[config.mk]
export PLATFORM = sky130hd
export DESIGN_NAME = inc_pulse_gen
export DESIGN_NICKNAME = d
export VERILOG_FILES = /design/src/rtl/vericlock_pkg.sv /design/src/rtl/inc_pulse_gen.sv
export SDC_FILE = /design/constraint.sdc
export NUM_CORES = 1
export LEC_CHECK = 0
export CORE_ASPECT_RATIO = 0.6
export CORE_MARGIN = 8
export CORE_UTILIZATION = 40
export DETAILED_ROUTE_END_ITERATION = 8
export HOLD_SLACK_MARGIN = 0.08
export SLEW_MARGIN = 25
export SYNTH_ARGS = -nofsm -noshare
export SYNTH_HDL_FRONTEND = slang
export SYNTH_SLANG_ARGS = --single-unit
export TNS_END_PERCENT = 1
[constraint.sdc]
create_clock -name clk_100MHz -period 2.9 [get_ports clk_100MHz]
set_clock_uncertainty 0.15 [all_clocks]
set_input_delay 0.58 -clock clk_100MHz [delete_from_list [all_inputs] [get_ports clk_100MHz]]
set_output_delay 0.58 -clock clk_100MHz [all_outputs]
set_load 0.005 [all_outputs]
[src/rtl/vericlock_pkg.sv]
// Shared types and constants for the vericlock set-button path.
// Holds the pulse-generator state enum, button indices and default timing.
package vericlock_pkg;

   typedef enum logic [1:0] {
      IDLE     = 2'd0,
      HOLD     = 2'd1,
      REPEAT   = 2'd2,
      WAIT_REL = 2'd3
   } state_t;

   typedef logic [1:0] sel_t;

   localparam sel_t BTN_HOUR_DAY  = 2'd0;
   localparam sel_t BTN_MIN_MONTH = 2'd1;
   localparam sel_t BTN_SEC_YEAR  = 2'd2;

   localparam int DEF_HOLD_CYCLES   = 50_000_000;
   localparam int DEF_REPEAT_CYCLES = 10_000_000;

   // Lowest-numbered pressed (low) button wins; caller guarantees one is pressed.
   function automatic sel_t first_low(input logic [2:0] b);
      if (!b[0]) return BTN_HOUR_DAY;
      else if (!b[1]) return BTN_MIN_MONTH;
      else return BTN_SEC_YEAR;
   endfunction

endpackage

[src/rtl/inc_pulse_gen.sv]
// Turns held active-low set buttons into one-cycle increment pulses with auto-repeat.
// Pulse appears the cycle after the press edge; all outputs are registered.
module inc_pulse_gen
   import vericlock_pkg::*;
#(
   parameter int HOLD_CYCLES   = DEF_HOLD_CYCLES,
   parameter int REPEAT_CYCLES = DEF_REPEAT_CYCLES
) (
   input  logic       clk_100MHz,
   input  logic       reset,
   input  logic       datetime,
   input  logic       inc_enable,
   input  logic [2:0] btn_n,
   output logic       inc_hour,
   output logic       inc_min,
   output logic       inc_sec,
   output logic       inc_day,
   output logic       inc_month,
   output logic       inc_year,
   output logic       busy
);

   localparam int            CW        = $clog2(HOLD_CYCLES);
   localparam logic [CW-1:0] HOLD_LOAD = CW'(HOLD_CYCLES - 1);
   localparam logic [CW-1:0] REP_LOAD  = CW'(REPEAT_CYCLES - 1);

   state_t        state_q, state_d;
   logic [CW-1:0] cnt_q, cnt_d;
   sel_t          sel_q, sel_d;
   logic          mode_q, mode_d;
   logic [5:0]    inc_q, inc_d;   // {year, month, day, sec, min, hour}
   logic          busy_q, busy_d;
   logic          pulse;
   logic [3:0]    btn_ext;

   // Padding keeps the btn_n[sel] lookup in range for every sel encoding.
   assign btn_ext = {1'b1, btn_n};

   always_comb begin
      state_d = state_q;
      cnt_d   = cnt_q;
      sel_d   = sel_q;
      mode_d  = mode_q;
      pulse   = 1'b0;
      inc_d   = '0;

      case (state_q)
         IDLE: begin
            if (inc_enable && (btn_n != 3'b111)) begin
               state_d = HOLD;
               sel_d   = first_low(btn_n);
               mode_d  = datetime;
               cnt_d   = HOLD_LOAD;
               pulse   = 1'b1;
            end
         end
         HOLD, REPEAT: begin
            if (!inc_enable) begin
               state_d = IDLE;
            end else if (datetime != mode_q) begin
               state_d = WAIT_REL;
            end else if (btn_ext[sel_q]) begin
               state_d = IDLE;
            end else if (cnt_q == '0) begin
               state_d = REPEAT;
               cnt_d   = REP_LOAD;
               pulse   = 1'b1;
            end else begin
               cnt_d = cnt_q - CW'(1);
            end
         end
         WAIT_REL: begin
            if (!inc_enable || (btn_n == 3'b111)) state_d = IDLE;
         end
         default: state_d = IDLE;
      endcase

      if (pulse) begin
         case (sel_d)
            BTN_HOUR_DAY:  inc_d = mode_d ? 6'b000001 : 6'b001000;
            BTN_MIN_MONTH: inc_d = mode_d ? 6'b000010 : 6'b010000;
            BTN_SEC_YEAR:  inc_d = mode_d ? 6'b000100 : 6'b100000;
            default:       inc_d = '0;
         endcase
      end

      busy_d = (state_d != IDLE);
   end

   always_ff @(posedge clk_100MHz or posedge reset) begin
      if (reset) begin
         state_q <= IDLE;
         cnt_q   <= '0;
         sel_q   <= BTN_HOUR_DAY;
         mode_q  <= 1'b0;
         inc_q   <= '0;
         busy_q  <= 1'b0;
      end else begin
         state_q <= state_d;
         cnt_q   <= cnt_d;
         sel_q   <= sel_d;
         mode_q  <= mode_d;
         inc_q   <= inc_d;
         busy_q  <= busy_d;
      end
   end

   assign inc_hour  = inc_q[0];
   assign inc_min   = inc_q[1];
   assign inc_sec   = inc_q[2];
   assign inc_day   = inc_q[3];
   assign inc_month = inc_q[4];
   assign inc_year  = inc_q[5];
   assign busy      = busy_q;

endmodule

After elaboration in Yosys (flattened, before gate mapping):

Cells that the tools add are included.
Widths: inputs -> output; s select.

* flip-flop bits (word level): 38
* latch bits: 0
* RAM bits: 0
* ROM bits: 0
* input bits: 7
* memories kept: 0

* add/sub/neg operators: 1
* multipliers: 0
* div/mod/pow operators: 0
* order comparisons: 1
* equal/unequal tests: 12
* shifts and indexed selects: 0
* mux-type cells: 32
* bitwise gates (word level): 0
* reductions and logical operators: 10

Operator list (count)
* $mux 26: 5
* $pmux 26 s2: 1
* $logic_not 26->1: 1
* $sub 26x1->26 const B: 1
* $mux 2: 10
* $pmux 6 s3: 1
* $mux 6: 2
* $mux 1: 8
* $ne 2x2->1 const B: 4
* $eq 2x2->1 const B: 3
* $pmux 2 s3: 1
* $mux 5: 1
* $reduce_and 5->1: 1
* $eq 2x1->1 const B: 2
* $logic_not 2->1: 2
* $mux 4: 1
* $reduce_bool 2->1: 2
* $eq 3x3->1 const B: 1
* $lt 2x3->1 const B: 1
* $ne 3x3->1 const B: 1
* $bmux 1 s2: 1
* $pmux 1 s2: 1
* $reduce_or 2->1: 1
* $logic_and 1x1->1: 1
* 3 further kinds: 3

Depth between registers and ports, before layout:

* depth in word-level cells: 7
* depth in mapped cells: 9

Worst setup path before layout:

No wires, ideal clock.

* path kind: flip-flop to flip-flop
* start: reg state_q[1]
* end: reg cnt_q[16]
* library setup time: 0.121 ns
* arrival: 2.296 ns
* setup slack: 0.333 ns
* stages on the path, launching flop included: 10
* period minus slack after synthesis: 2.567 ns
* cell sequence: dfrtp_1 inv_1 ha_1 clkbuf_1 nand2_1 o32a_1 a221oi_1 clkbuf_1 o21ai_0 a22o_1

* longest elaborated chain between the ends: 4
* elaborated cells on any way between the ends: 11

Ends and longest elaborated chain
* from (decl): RTL line inc_pulse_gen.sv:27 `state_t state_q, state_d;`
* from (signal assigned): RTL line inc_pulse_gen.sv:99 `state_q <= state_d;`
* $eq 2x1->1 or $eq 2x2->1 (tied branches): RTL line inc_pulse_gen.sv:47 `case (state_q)`
* $reduce_or 2->1: RTL line inc_pulse_gen.sv:47
* $ne 2x2->1 (no line) or $reduce_bool 2->1 (tied branches)
* $reduce_and 5->1 (no line)
* to (signal assigned): RTL line inc_pulse_gen.sv:100 `cnt_q <= cnt_d;`
* to (decl): RTL line inc_pulse_gen.sv:28 `logic [CW-1:0] cnt_q, cnt_d;`

Parallel ways exist; a longest one is shown, timed or not.
A chain may end at the register's enable or synchronous reset.

Worst setup path after layout:

* start: reg cnt_q[0]
* end: reg cnt_q[5]

* longest elaborated chain between the ends: 6
* elaborated cells on any way between the ends: 7

Ends and longest elaborated chain
* $sub 26x1->26 or $logic_not 26->1 (tied branches): RTL line inc_pulse_gen.sv:69, inc_pulse_gen.sv:64
* $mux 26 (*): RTL line inc_pulse_gen.sv:64 `end else if (cnt_q == '0) begin`
* $mux 26 (*): RTL line inc_pulse_gen.sv:62 `end else if (btn_ext[sel_q]) begin`
* $mux 26 (*): RTL line inc_pulse_gen.sv:60 `end else if (datetime != mode_q) begin`
* $mux 26 (*): RTL line inc_pulse_gen.sv:58 `if (!inc_enable) begin`
* $pmux 26 s2 (*): RTL line inc_pulse_gen.sv:47

Mark *: on every way between the ends. The rest lies on a longest branch, timed or not. The select of a mux whose other input is x is not followed.

==> impl_metrics.toml <==
[power_and_ir_drop]
ir_worst_vdd_uv = 328
p_leak_nw = 1.08
power_density_mw_per_mm2 = 903
p_total_mw = 2.37

[floorplan]
coreArea_mm2 = 0.00513
rows = 20
die_h_um = 72.9
io_pins = 14
dieArea_mm2 = 0.00808
dieWidth_um = 111
start_util = 0.421

[yosys]
yosys.area.top_type = "dfrtp_1"
syn_area_mm2 = 0.00216
ys_seq_area_frac = 0.441
yosysWarnings = 0
yosysTopAreaCellShare = 0.441
synth_cell_types = 53
synthFlopType = "dfrtp_1"
avgSynthCellArea_um2 = 9.26
synth_seq_cells = 38
synthArstFlopShare = 1.00
synth_cells = 233
synth.area.top_cells = "dfrtp_1 44%, o21ai_0 5.1%, a21oi_1 3.5%"
syn_nets = 243
synth_edf_count = 0

[route]
antenna_left = 0
via_count = 1920
drc = 0
first_iter_violations = 92
first_pass_iters = 5
vias_per_cell = 5.78
wl_per_cell_um = 16.0
drt-total-wl_um = 5310

[layout]
final_common_cell = "dfrtp_1"
drive_gt1_frac = 0.165
fin_cells = 332
postLayoutCoreUtil = 0.512
stdcell_area_mm2 = 0.00263
diodes = 0
final_cell_mix = "38 x dfrtp_1, 25 x buf_4, 22 x o21ai_0, 17 x inv_1, 15 x a21oi_1"
num-fill-cells = 484
syn_to_final_growth_pct = 21.8
fin_nets = 275

[sta]
fmax_mhz = 365
final-hold-violation-count = 0
whs_ns = 0.335
rsz0062_at_grt = "false"
maxSlewViolCount = 0
layout_min_cycle_time_ns = 2.74
worst_slew_pin_slew_ns = 0.498
slew_headroom = 0.668
setup_viol = 0
fin_crit_sh = 0.946

[clocking]
clkLatencyLatePin_ns = 0.29
htree_levels = 2
post_cts_buffers = 0
cts.clk_slew.worst_paths_ns = 0.08
cts_sinks = 38
cts_hold_buffers = 0
cts-buffers-inserted = 5
cts_resized = 0
cts_max_path_buffers = 2
cts_tree = "done"
cts_root_buf = "clkbuf_8"

[place]
portBuffers = 13
place_congestion = 0.819
place_area_mm2 = 0.00252
hpwl_um = 3790
place_inst = 324

[status]
status = "finished, final reports clean"

[worst_setup_path]
crit_buf_inv = 2
crit_path_cell_trace = "inv_1 -> ha_1 -> nor4b_4 -> nand4b_2 -> or4_1 -> buf_4 -> a311o_1 -> o21ai_0"
cp_max_fo = 7
worstSetupEndpointType = "flop"
critPathTopFamily = "simple AND/OR/NAND/NOR gates"
cp_slowest_cell = "or4_1"
cp-start-kind = "flop"
critPathArrivalTime_ns = 2.80
crit_required_ns = 2.96
reg2reg_slack_ns = 0.16
critPathKind = "flop to flop"
slowest_delay_ns = 0.67

[grt]
overflow = 0
grt_start_max_net_pins = 39
antenna_found_initial = 0
first_global_vias = 1690
grt_first_pass_wirelength_um = 8890
grtUsageTotal = 0.134

[flow_run]
maxCapViolations = 0

[min_path]
min_path_type = "flop to flop"
==> worst paths after layout <==
path | from | endpoint | cells after the start
min in group asynchronous | reset | state_q[1] | 3
min | cnt_q[23] | cnt_q[23] | 1
max | cnt_q[0] | cnt_q[5] | 8
max reg2reg | cnt_q[0] | cnt_q[5] | 8
min reg2reg | cnt_q[23] | cnt_q[23] | 1
max in group asynchronous | reset | cnt_q[14] | 3
==> final cells by class <==
cell class,instances,area (um^2),area share
clock buffers,5,68.8,0.0262
multi-input cells,165,1100,0.420
repair buffers,38,318,0.121
flip-flops and latches,38,951,0.362
clock inverters,3,40.0,0.0152
well taps,66,82.6,0.0314
inverters,17,63.8,0.0243
==> per-layer routing <==
metal	wire length (um)	up-vias	part of all wire	global-route usage
met5	0	-	0	0
met2	2010	39	0.38	0.172
met3	252	7	0.047	0.0361
met1	2990	925	0.56	0.205
li1	-	949	-	-
met4	55	0	0.010	0.0402
==> cell families (layout without fill, tap and decap cells) <==
group,after synthesis,count (layout),share of synthesized area
muxes,5,5,0.0238
and+or+nand+nor,79,79,0.220
xor gates and xnor gates,1,1,0.00406
DFF,38,38,0.441
adders and majority gates,3,3,0.0174
AOI/OAI and AO/OA,77,77,0.241
buffers and inverters,30,63,0.0539
==> cells in the mapped netlist (6+ instances only) <==
library cell	instances
dfrtp_1	38
o21ai_0	22
inv_1	17
a21oi_1	15
nand2_1	13
nor2_1	13
nor3_1	13
clkbuf_1	10
nor4_1	7
o41ai_1	7
o31ai_1	6
==> flip-flops by register name (all words and copies together) (netlist names) <==
name and flops:
busy 1, cnt_q 26, inc_q 6, mode_q 1
sel_q 2, state_q 2
==> where the power goes <==
group | switching, mW | leakage, nW | total, mW | internal [mW]
clock network | 0.195 | 0.0579 | 0.448 | 0.253
registers | 0.136 | 0.440 | 0.793 | 0.658
logic | 0.652 | 0.585 | 1.13 | 0.481
total | 0.983 | 1.08 | 2.37 | 1.39
==> per-stage QoR <==
| step | worst slack [ns] | TNS, ns |
|---|---|---|
| final | 0.157 | 0 |
| after global placement | 0.0281 | 0 |
| after global routing | 0.0256 | 0 |
| after CTS | 0.172 | 0 |
| after floorplan | 0.333 | 0 |
| after detailed placement | -0.00376 | -0.00707 |
Note: power is estimated with default switching activity, not from simulation.
